[config.mk]
export PLATFORM = sky130hd
export DESIGN_NAME = song_sequencer
export DESIGN_NICKNAME = d
export VERILOG_FILES = /design/src/rtl/song_sequencer_pkg.sv /design/src/rtl/song_sequencer_beat_divider.sv /design/src/rtl/song_sequencer.sv
export SDC_FILE = /design/constraint.sdc
export NUM_CORES = 1
export LEC_CHECK = 0
export ABC_AREA = 1
export ABC_CLOCK_PERIOD_IN_PS = 10800
export BUFFER_PORTS_ARGS = -buffer_cell sky130_fd_sc_hd__buf_2
export CAP_MARGIN = 30
export CORE_AREA = 2 2 132 70
export CTS_BUF_LIST = sky130_fd_sc_hd__clkbuf_16
export DETAILED_ROUTE_END_ITERATION = 6
export DIE_AREA = 0 0 134 72
export PLACE_DENSITY = 0.71
export SETUP_SLACK_MARGIN = 0.02
export SLEW_MARGIN = 30
export SYNTH_ARGS = -nofsm -noshare
export SYNTH_HDL_FRONTEND = slang
export SYNTH_SLANG_ARGS = --single-unit
[constraint.sdc]
create_clock -name i_clk -period 10.8 [get_ports i_clk]
set_clock_uncertainty 0.2 [all_clocks]
set_input_delay 1.08 -clock i_clk [delete_from_list [all_inputs] [get_ports i_clk]]
set_output_delay 1.08 -clock i_clk [all_outputs]
set_load 0.05 [all_outputs]
[src/rtl/song_sequencer_pkg.sv]
// Shared definitions for the song sequencer: state codes, datapath widths,
// song identifiers and the tempo clamp used when a song is loaded.
package song_sequencer_pkg;

  localparam int unsigned TEMPO_W = 26;
  localparam int unsigned ADDR_W  = 7;
  localparam int unsigned CNT_W   = 3;

  localparam logic SONG_0 = 1'b0;
  localparam logic SONG_1 = 1'b1;

  // Shortest beat period the divider can produce
  localparam logic [TEMPO_W-1:0] MIN_TEMPO = 26'd2;

  typedef enum logic [2:0] {
    StIdle    = 3'd0,
    StLoad    = 3'd1,
    StCountIn = 3'd2,
    StPlay    = 3'd3,
    StPause   = 3'd4,
    StDone    = 3'd5
  } state_e;

  function automatic logic [TEMPO_W-1:0] clamp_tempo(input logic [TEMPO_W-1:0] tempo);
    return (tempo < MIN_TEMPO) ? MIN_TEMPO : tempo;
  endfunction

endpackage

[src/rtl/song_sequencer_beat_divider.sv]
// Beat period divider: counts 0..period-1 while enabled, holds otherwise,
// and flags the wrap cycle with a combinational strobe.
module song_sequencer_beat_divider
  import song_sequencer_pkg::*;
(
  input  logic               i_clk,
  input  logic               i_reset,
  input  logic               i_clear,
  input  logic               i_enable,
  input  logic [TEMPO_W-1:0] i_period,
  output logic               o_strobe
);

  logic [TEMPO_W-1:0] r_count;
  logic               w_wrap;

  // >= rather than == so a stray count above the period still wraps
  assign w_wrap   = (r_count >= (i_period - TEMPO_W'(1)));
  assign o_strobe = i_enable && !i_clear && w_wrap;

  // Counter: clear wins over enable
  always_ff @(posedge i_clk) begin
    if (i_reset || i_clear) begin
      r_count <= '0;
    end else if (i_enable) begin
      r_count <= w_wrap ? '0 : r_count + TEMPO_W'(1);
    end
  end

endmodule

[src/rtl/song_sequencer.sv]
// Song sequencer: selects the song, holds the score loader in reset while
// idle, runs a count-in and then paces the score with one beat_en per beat.
module song_sequencer
  import song_sequencer_pkg::*;
#(
  parameter logic [ADDR_W-1:0] LEN0     = 7'd96,
  parameter logic [ADDR_W-1:0] LEN1     = 7'd64,
  parameter logic [CNT_W-1:0]  COUNT_IN = 3'd4
) (
  input  logic               i_clk,
  input  logic               i_reset,
  input  logic               i_start,
  input  logic               i_pause_toggle,
  input  logic               i_song_sel,
  input  logic [TEMPO_W-1:0] i_tempo,
  output logic               o_score_reset,
  output logic               o_song_id,
  output logic               o_beat_en,
  output logic               o_count_in_beat,
  output logic [CNT_W-1:0]   o_beats_left,
  output logic [ADDR_W-1:0]  o_beat_index,
  output logic [2:0]         o_state,
  output logic               o_song_done
);

  state_e              r_state;
  state_e              w_state_next;
  logic                r_song_id;
  logic [TEMPO_W-1:0]  r_tempo_eff;
  logic [ADDR_W-1:0]   r_len;
  logic [CNT_W-1:0]    r_beats_left;
  logic [ADDR_W-1:0]   r_beat_index;
  logic                r_beat_en;
  logic                r_count_in_beat;
  logic                w_strobe;
  logic                w_div_enable;
  logic                w_div_clear;
  logic                w_last_count;
  logic                w_last_beat;

  assign w_div_enable = (r_state == StCountIn) || (r_state == StPlay);
  assign w_div_clear  = (r_state == StLoad);
  assign w_last_count = (r_beats_left == CNT_W'(1));
  assign w_last_beat  = (r_beat_index == (r_len - ADDR_W'(1)));

  song_sequencer_beat_divider u_beat_divider (
    .i_clk    (i_clk),
    .i_reset  (i_reset),
    .i_clear  (w_div_clear),
    .i_enable (w_div_enable),
    .i_period (r_tempo_eff),
    .o_strobe (w_strobe)
  );

  // FSM state register
  always_ff @(posedge i_clk) begin
    if (i_reset) begin
      r_state <= StIdle;
    end else begin
      r_state <= w_state_next;
    end
  end

  // FSM next state: start beats everything, final beat beats pause
  always_comb begin
    w_state_next = r_state;
    unique case (r_state)
      StIdle: begin
        if (i_start) w_state_next = StLoad;
      end
      StLoad: begin
        if (i_start)               w_state_next = StLoad;
        else if (COUNT_IN != '0)   w_state_next = StCountIn;
        else                       w_state_next = StPlay;
      end
      StCountIn: begin
        if (i_start)                       w_state_next = StLoad;
        else if (w_strobe && w_last_count) w_state_next = StPlay;
      end
      StPlay: begin
        if (i_start)                      w_state_next = StLoad;
        else if (w_strobe && w_last_beat) w_state_next = StDone;
        else if (i_pause_toggle)          w_state_next = StPause;
      end
      StPause: begin
        if (i_start)             w_state_next = StLoad;
        else if (i_pause_toggle) w_state_next = StPlay;
      end
      StDone: begin
        if (i_start) w_state_next = StLoad;
      end
      default: w_state_next = StIdle;
    endcase
  end

  // FSM outputs decoded from the state register only
  always_comb begin
    o_score_reset = 1'b0;
    o_song_done   = 1'b0;
    unique case (r_state)
      StIdle, StLoad: o_score_reset = 1'b1;
      StDone:         o_song_done   = 1'b1;
      default:        ;
    endcase
  end

  // Song latch, load-time setup, count-in and beat counters, beat pulses
  always_ff @(posedge i_clk) begin
    if (i_reset) begin
      r_song_id       <= 1'b0;
      r_tempo_eff     <= MIN_TEMPO;
      r_len           <= LEN0;
      r_beats_left    <= '0;
      r_beat_index    <= '0;
      r_beat_en       <= 1'b0;
      r_count_in_beat <= 1'b0;
    end else begin
      r_beat_en       <= 1'b0;
      r_count_in_beat <= 1'b0;
      // Entering LOAD only ever happens on an accepted start
      if (w_state_next == StLoad) r_song_id <= i_song_sel;
      unique case (r_state)
        StLoad: begin
          r_tempo_eff  <= clamp_tempo(i_tempo);
          r_len        <= (r_song_id == SONG_0) ? LEN0 : LEN1;
          r_beat_index <= '0;
          r_beats_left <= COUNT_IN;
        end
        StCountIn: begin
          if (w_strobe && !i_start) begin
            r_count_in_beat <= 1'b1;
            r_beats_left    <= r_beats_left - CNT_W'(1);
          end
        end
        StPlay: begin
          if (w_strobe && !i_start) begin
            r_beat_en    <= 1'b1;
            r_beat_index <= r_beat_index + ADDR_W'(1);
          end
        end
        default: ;
      endcase
    end
  end

  assign o_song_id       = r_song_id;
  assign o_beat_en       = r_beat_en;
  assign o_count_in_beat = r_count_in_beat;
  assign o_beats_left    = r_beats_left;
  assign o_beat_index    = r_beat_index;
  assign o_state         = r_state;

endmodule

; ---- Word level (Yosys, flattened, before mapping)
; Cells that the tools add are included.
[word_totals]
mem_bits_ro = 0
ff_bits = 75
word_cells = 66
ramBits = 0
n_memories = 0
latch_bits = 0
[op_classes]
add_sub_neg = 5
div_mod_pow = 0
n_lt_le_gt_ge = 2
reduce_logical = 18
eq_ne = 10
muxes = 20
shifts = 0
mul = 0
n_bitwise = 2
[ops]
columns = operator, n
row1 = $mux 26, 2
row2 = $mux 3, 9
row3 = $add 26x1->26 const B, 1
row4 = $ge 26x26->1, 1
row5 = $lt 26x2->1 const B, 1
row6 = $sub 26x1->26 const B, 1
row7 = $pmux 3 s5, 1
row8 = $pmux 7 s2, 1
row9 = $eq 3x1->1 const B, 3
row10 = $reduce_or 2->1, 4
row11 = $add 7x1->7 const B, 1
row12 = $eq 7x7->1, 1
row13 = $mux 7, 1
row14 = $sub 7x1->7 const B, 1
row15 = $eq 3x2->1 const B, 2
row16 = $eq 3x3->1 const B, 2
row17 = $mux 6, 1
row18 = $pmux 3 s2, 1
row19 = $logic_and 1x1->1, 5
row20 = $ne 2x1->1 const B, 2
row21 = $reduce_and 2->1, 2
row22 = $reduce_bool 2->1, 2
row23 = $logic_not 3->1, 1
row24 = $mux 1, 3
row25 = other kinds (5), 8

; ---- Depth between registers and ports, before layout
[logic_depth]
depth_word = 9
ltp_mapped = 33

; ---- Modules after synthesis
; Synthesis repeated with hierarchy kept, for this count alone.
[hier_totals]
hier_cells = 655
area_unflattened_um2 = 4443.0
[modules_own_cells]
columns = mod, n_inst, cells_per_inst, area_per_inst_um2
row1 = song_sequencer_beat_divider, 1, 394, 2581.2
row2 = song_sequencer, 1, 261, 1861.8

; ---- Worst setup path after synthesis
; Ideal clock, no wire load.
[synth_path]
path_kind = reg-to-reg
start = register r_tempo_eff[0]
end = register r_beat_index[6], in the netlist o_beat_index[6]
required_ps = 10476
slack_ps = 7171
setup_time_ps = 124
path_buffers = 0
path_stages_with_launch = 31
t_arrival_ps = 3304
path_cell_list = dfxtp_1 -> inv_1 -> ha_1 -> nand2_2 -> nor2_4 -> nand2_2 -> nor2_4 -> nand3_2 -> nor2_2 -> nand3_2 -> nor2_4 -> nand3_2 -> nor3_2 -> xor2_1 -> inv_1 -> ha_1 -> nand2_1 -> nor2_1 -> nand2_1 -> nor2_1 -> nand2_1 -> nand3_1 -> nand2_1 -> nor2_1 -> nand2_1 -> nand2_2 -> inv_2 -> nor2_2 -> nand3_1 -> nand2_1 -> nor2_1
[synth_between]
elab_chain_len = 6
[synth_lines]
columns = item, line
row1 = start: declaration, song_sequencer.sv:29  ; logic [TEMPO_W-1:0] r_tempo_eff;
row2 = start signal: assignment, song_sequencer.sv:124  ; r_tempo_eff <= clamp_tempo(i_tempo);
row3 = $sub 26x1->26, song_sequencer_beat_divider.sv:18  ; assign w_wrap = (r_count >= (i_period - TEMPO_W'(1)));
row4 = $ge 26x26->1, song_sequencer_beat_divider.sv:18
row5 = $logic_and 1x1->1, song_sequencer_beat_divider.sv:19  ; assign o_strobe = i_enable && !i_clear && w_wrap;
row6 = $logic_and 1x1->1, song_sequencer.sv:136  ; if (w_strobe && !i_start) begin
row7 = $ne 2x1->1 (no source line), -
row8 = $reduce_and 2->1 (no source line), -
row9 = end signal: assignment, song_sequencer.sv:138  ; r_beat_index <= r_beat_index + ADDR_W'(1);
row10 = end: declaration, song_sequencer.sv:32  ; logic [ADDR_W-1:0] r_beat_index;
; Every way passes these cells.
; A chain may end at the register's enable or synchronous reset.

; ---- Final worst setup path
[layout_path]
start = register r_tempo_eff[2]
end = register u_beat_divider.r_count[24]
[layout_between]
elab_chain_len = 3
[layout_lines]
columns = item, line
row1 = $sub 26x1->26, song_sequencer_beat_divider.sv:18
row2 = $ge 26x26->1, song_sequencer_beat_divider.sv:18
row3 = $mux 26, song_sequencer_beat_divider.sv:26  ; r_count <= w_wrap ? '0 : r_count + TEMPO_W'(1);
row4 = end signal: assignment, song_sequencer_beat_divider.sv:26
row5 = end: declaration, song_sequencer_beat_divider.sv:14  ; logic [TEMPO_W-1:0] r_count;
; Every way passes these cells.

==> results.txt <==
The average vias per placed instance is 5.12. The DRC violation count after routing is 0. The class of the most critical hold timing path is reg -> reg. The worst path arrival time is 4.42 ns. The final layout contains 731 nets.

The top achievable clock speed is between 200 and 250 MHz. When the netlist entered floorplanning its net count stood at ~700. The count of synthesis-stage warnings from yosys is 0. In this run switching power makes up 28.7% of total power. The total number of vias came out at 4051.

After layout, the worst path uses 40.1% of the clock period. The global-route wire length before repair is 18000 µm. The HPWL after detailed placement is 8520 µm. The worst hold slack is between 0.2 and 0.3 ns. Pin placement for this block handled a little under 50 I/O pins.

The data required time of the worst path is ~11 ns. The clock latency reported for the late side of the worst-skew pair came out at 0.34 ns. The overall die area came out at around 0.0096 mm². The worst path in the final design needs a cycle of 4.33 ns, including I/O delays and setup. The number of antenna diodes in the final layout is 0.

The via count of the first global-routing pass is between 3000 and 4000. The synthesized design spends more area on one cell type than any other, namely sky130_fd_sc_hd__dfxtp_1. The sequential fraction of the synthesis area is 32.2%. The flip-flop and latch count after synthesis came out at 69.

The layout overhead on the synthesized area is 15.7%. By area the synthesized netlist is led by sky130_fd_sc_hd__dfxtp_1 (32%), sky130_fd_sc_hd__nand2_1 (12%), sky130_fd_sc_hd__ha_1 (9.0%), sky130_fd_sc_hd__inv_1 (7.7%), sky130_fd_sc_hd__nor2_1 (6.8%). The overall track demand over capacity in global routing came out at 24.0%. The signal on the critical path passes through nor2_1, nand2_1, nor3_2, nand4_2, nor2_2, nand3_1, nor2_1, nand2_1, nor2_2, nand4_1, xor2_1, inv_1, ha_1, a21o_1, nor2_1, nand2_1, nor2_1, nand3_1, nand2_1, inv_1, nor2_4, clkinv_1, a21oi_1, o21a_1. The mapped cell area came out at 0.00429 mm². The relative contribution of combinational cells to total power came out at ~17%. Setup repair after global routing left no endpoint under its margin. The total number of clock tree sinks is 69. The flow ran to the end, and the final reports show no timing, DRC or antenna violations. The critical path buffer and inverter count is 3. The row count came out at 24. For the pin with the worst max-slew slack, the measured transition is between 0.8 and 0.9 ns.

The depth of the CTS H-tree is 3. The number of antenna-violating nets in the routed design came out at 0. The quantity of hold-fixing buffers added after cts is 0. The ratio of total power to cell area is 142 mW/mm². The number of fillers in the final layout is 788.

The launching element type of the critical path is a flip-flop. The peak supply drop came out at 0.0000834 V. The final setup violation count came out at 0.

The worst setup path is captured at a flip-flop. For this run, the slowest stage of the critical path takes 0.46 ns. In the final layout, the share of cells above drive strength 1 is 14.7%. The routed wirelength normalized by instance count is 13.7 µm.

The clock tree from TritonCTS is done. The clock network burns 44.3% of the power. The minimum setup slack after placement is 6.50 ns. The detailed-router iteration count before antenna repair came out at 5. The final count of hold timing violations came out at 0. The slowest stage of the critical path belongs to the cell sky130_fd_sc_hd__clkinv_1. The buffer depth of the longest clock path is 2.

The post-route setup TNS is 0 ns. Measured against its own limit, the worst slew margin works out to 45.3%. Sequential cells burn between 30% and 40% of the power. The core region is 0.00844 mm². Clock-pin slew was measured on the worst setup and hold paths at 0.06 ns.

Entering global routing, the biggest net connects 28 pins. The total setup buffers inserted after CTS is 0. In this run, placement finished with an instance count of 775.

The cell sitting at the root of the clock tree is a sky130_fd_sc_hd__clkbuf_16. The minimum setup slack in the final design is 6.47 ns. The worst hold path begins at r_len[5]$_SDFFE_PP1P_. Grouping stages by cell kind, the critical path spends the most delay in simple AND/OR/NAND/NOR gates. The total global routing overflow is 0. The total wirelength of the detailed-routed design came out at 10900 µm. The internal portion of total power is 503 µW. The most critical setup path has its startpoint at r_tempo_eff[2]$_SDFFE_PP0P_. Excluding fillers, the count of instances in the completed layout stands at 791. The post-synthesis instance total is between 600 and 700. The final number of max-transition violations is 0. Across the run, the number of max-cap violations was 0. Input and output buffers added on the ports amount to 48.

The effective utilization at floorplan is 50.9%. The clock buffer count from CTS is 9. The worst register-to-register path begins at r_tempo_eff[2]$_SDFFE_PP0P_. The synthesized area per cell came out at ~7 µm².

The synthesized design devotes to its leading area cell type approximately 32% of total area. The top fanout value on the critical path came out at 18. The number of gates given a new drive strength after cts is 0.

The y dimension of the die is 72 µm. The category of the critical setup timing path is reg -> reg. Counting distinct cell types in the post-synthesis netlist gives 41. The fraction of the core area covered by cells at the end of the flow came out at 58.9%.

The net switching component of the power is 203 µW. The number of violations reported at the end of detailed-routing iteration 0 is 389. Routability-driven placement finished with a final weighted congestion of 0.847. In this run the horizontal extent of the chip is 134 µm.

The standby leakage power is about 0.0023 µW. The number of antenna violations at the first check in global routing is 0.
[worst register-to-register path, delay by kind of cell, from the launching register on]
| family | cells | cell delay, ns |
|---|---|---|
| xor gates and xnor gates | 1 | 0.15 |
| adders and majority gates | 1 | 0.28 |
| AOI/OAI and AO/OA | 3 | 0.58 |
| buffers and inverters | 3 | 0.65 |
| DFF | 1 | 0.35 |
| and+or+nand+nor | 16 | 2.08 |
[flip-flops by register name, indices dropped and copies added, names as in the netlist]
| signal | flops |
|---|---|
| u_beat_divider.r_count | 26 |
| o_beat_en | 1 |
| o_beat_index | 7 |
| r_len | 1 |
| o_state | 3 |
| r_tempo_eff | 26 |
| o_count_in_beat | 1 |
| o_song_id | 1 |
| o_beats_left | 3 |
[layout make-up]
type | instances | area (µm²) | area share, %
clock inverter | 7 | 91.3 | 1.84
multi-input combinational | 448 | 2530 | 51.0
clock buffer | 9 | 225 | 4.53
sequential | 69 | 1380 | 27.8
timing repair buffer | 48 | 240 | 4.84
tap | 117 | 146 | 2.95
inverter | 93 | 352 | 7.08
[synth_stat cells, drive strengths merged]
cell type,count
o211a,1
nand3b,1
dfxtp,69
o2111ai,1
o21a,5
clkinv,1
o31ai,2
o22ai,1
xor2,23
or2,1
nor2,94
nor4,5
a31oi,1
o21ai,30
nand2,143
a22o,5
clkbuf,6
buf,2
o311ai,1
a211oi,2
ha,31
xnor2,3
a22oi,2
nand4,13
inv,92
nor3b,5
nor3,14
nand3,29
a21oi,34
a21o,1
[power by group through the flow]
stage / combinational, µW / sequential [µW] / clock (µW)
2_1_floorplan: 76.5 / 288 / 0
3_3_place_gp: 112 / 280 / 0
4_1_cts: 117 / 275 / 318
5_1_grt: 132 / 277 / 332
6_report: 117 / 276 / 313
3_5_place_dp: 116 / 281 / 0
[stage by stage]
stage               cell area [µm²]  total power [µW]
finish                         4970               706
detailed placement             4650               397
global route                   4970               741
floorplan                      4290               364
global placement               4650               393
CTS                            4960               710
[layout by cell type, fill, tap and decap left out, types with 2 or more instances in the layout]
master / netlist / final
sky130_fd_sc_hd__clkinv_2: 0 / 2
sky130_fd_sc_hd__o21ai_0: 29 / 29
sky130_fd_sc_hd__a22o_1: 5 / 5
sky130_fd_sc_hd__nand3_2: 4 / 4
sky130_fd_sc_hd__a21oi_1: 34 / 34
sky130_fd_sc_hd__nand3_1: 25 / 25
sky130_fd_sc_hd__nor4_1: 5 / 5
sky130_fd_sc_hd__nor2_2: 9 / 8
sky130_fd_sc_hd__nor3_1: 9 / 9
sky130_fd_sc_hd__dfxtp_1: 69 / 69
sky130_fd_sc_hd__nand4_1: 12 / 12
sky130_fd_sc_hd__ha_1: 31 / 31
sky130_fd_sc_hd__nor2_1: 78 / 78
sky130_fd_sc_hd__inv_1: 88 / 89
sky130_fd_sc_hd__xor2_1: 23 / 23
sky130_fd_sc_hd__a211oi_1: 2 / 2
sky130_fd_sc_hd__inv_2: 3 / 3
sky130_fd_sc_hd__o31ai_1: 2 / 2
sky130_fd_sc_hd__a22oi_1: 2 / 2
sky130_fd_sc_hd__buf_2: 1 / 48
sky130_fd_sc_hd__nor3_2: 5 / 5
sky130_fd_sc_hd__clkbuf_16: 0 / 9
sky130_fd_sc_hd__o21a_1: 5 / 5
sky130_fd_sc_hd__nor3b_1: 5 / 5
sky130_fd_sc_hd__xnor2_1: 3 / 3
sky130_fd_sc_hd__nor2_4: 6 / 7
sky130_fd_sc_hd__nand2_1: 138 / 138
sky130_fd_sc_hd__bufinv_16: 0 / 2
sky130_fd_sc_hd__nand2_2: 5 / 5
sky130_fd_sc_hd__clkinv_4: 0 / 2
[final timing paths]
kind / endpoint / slack, ns / depth (start not counted)
min: r_len[5]$_SDFFE_PP1P_ / 0.29 / 2
max: u_beat_divider.r_count[24]$_SDFFE_PP0P_ / 6.47 / 24
max reg2reg: u_beat_divider.r_count[24]$_SDFFE_PP0P_ / 6.47 / 24
min reg2reg: r_len[5]$_SDFFE_PP1P_ / 0.29 / 2
[layer usage]
layer	global-route usage, %	wire, µm	vias up
met4	6.86	105	0
li1	-	-	2103
met5	0	0	-
met2	31.6	3880	166
met1	37.5	5770	1772
met3	6.57	1100	10
[kinds of logic (layout without fill, tap and decap cells)]
logic type	Yosys count	count (layout)	share of synthesized area, %
xor+xnor	26	26	5.30
compound gates	86	86	11.5
simple gates	305	305	33.0
buf+inv	101	157	9.00
flops	69	69	32.2
fa+ha+maj	31	31	9.03
(Power assumes the default switching activity.)
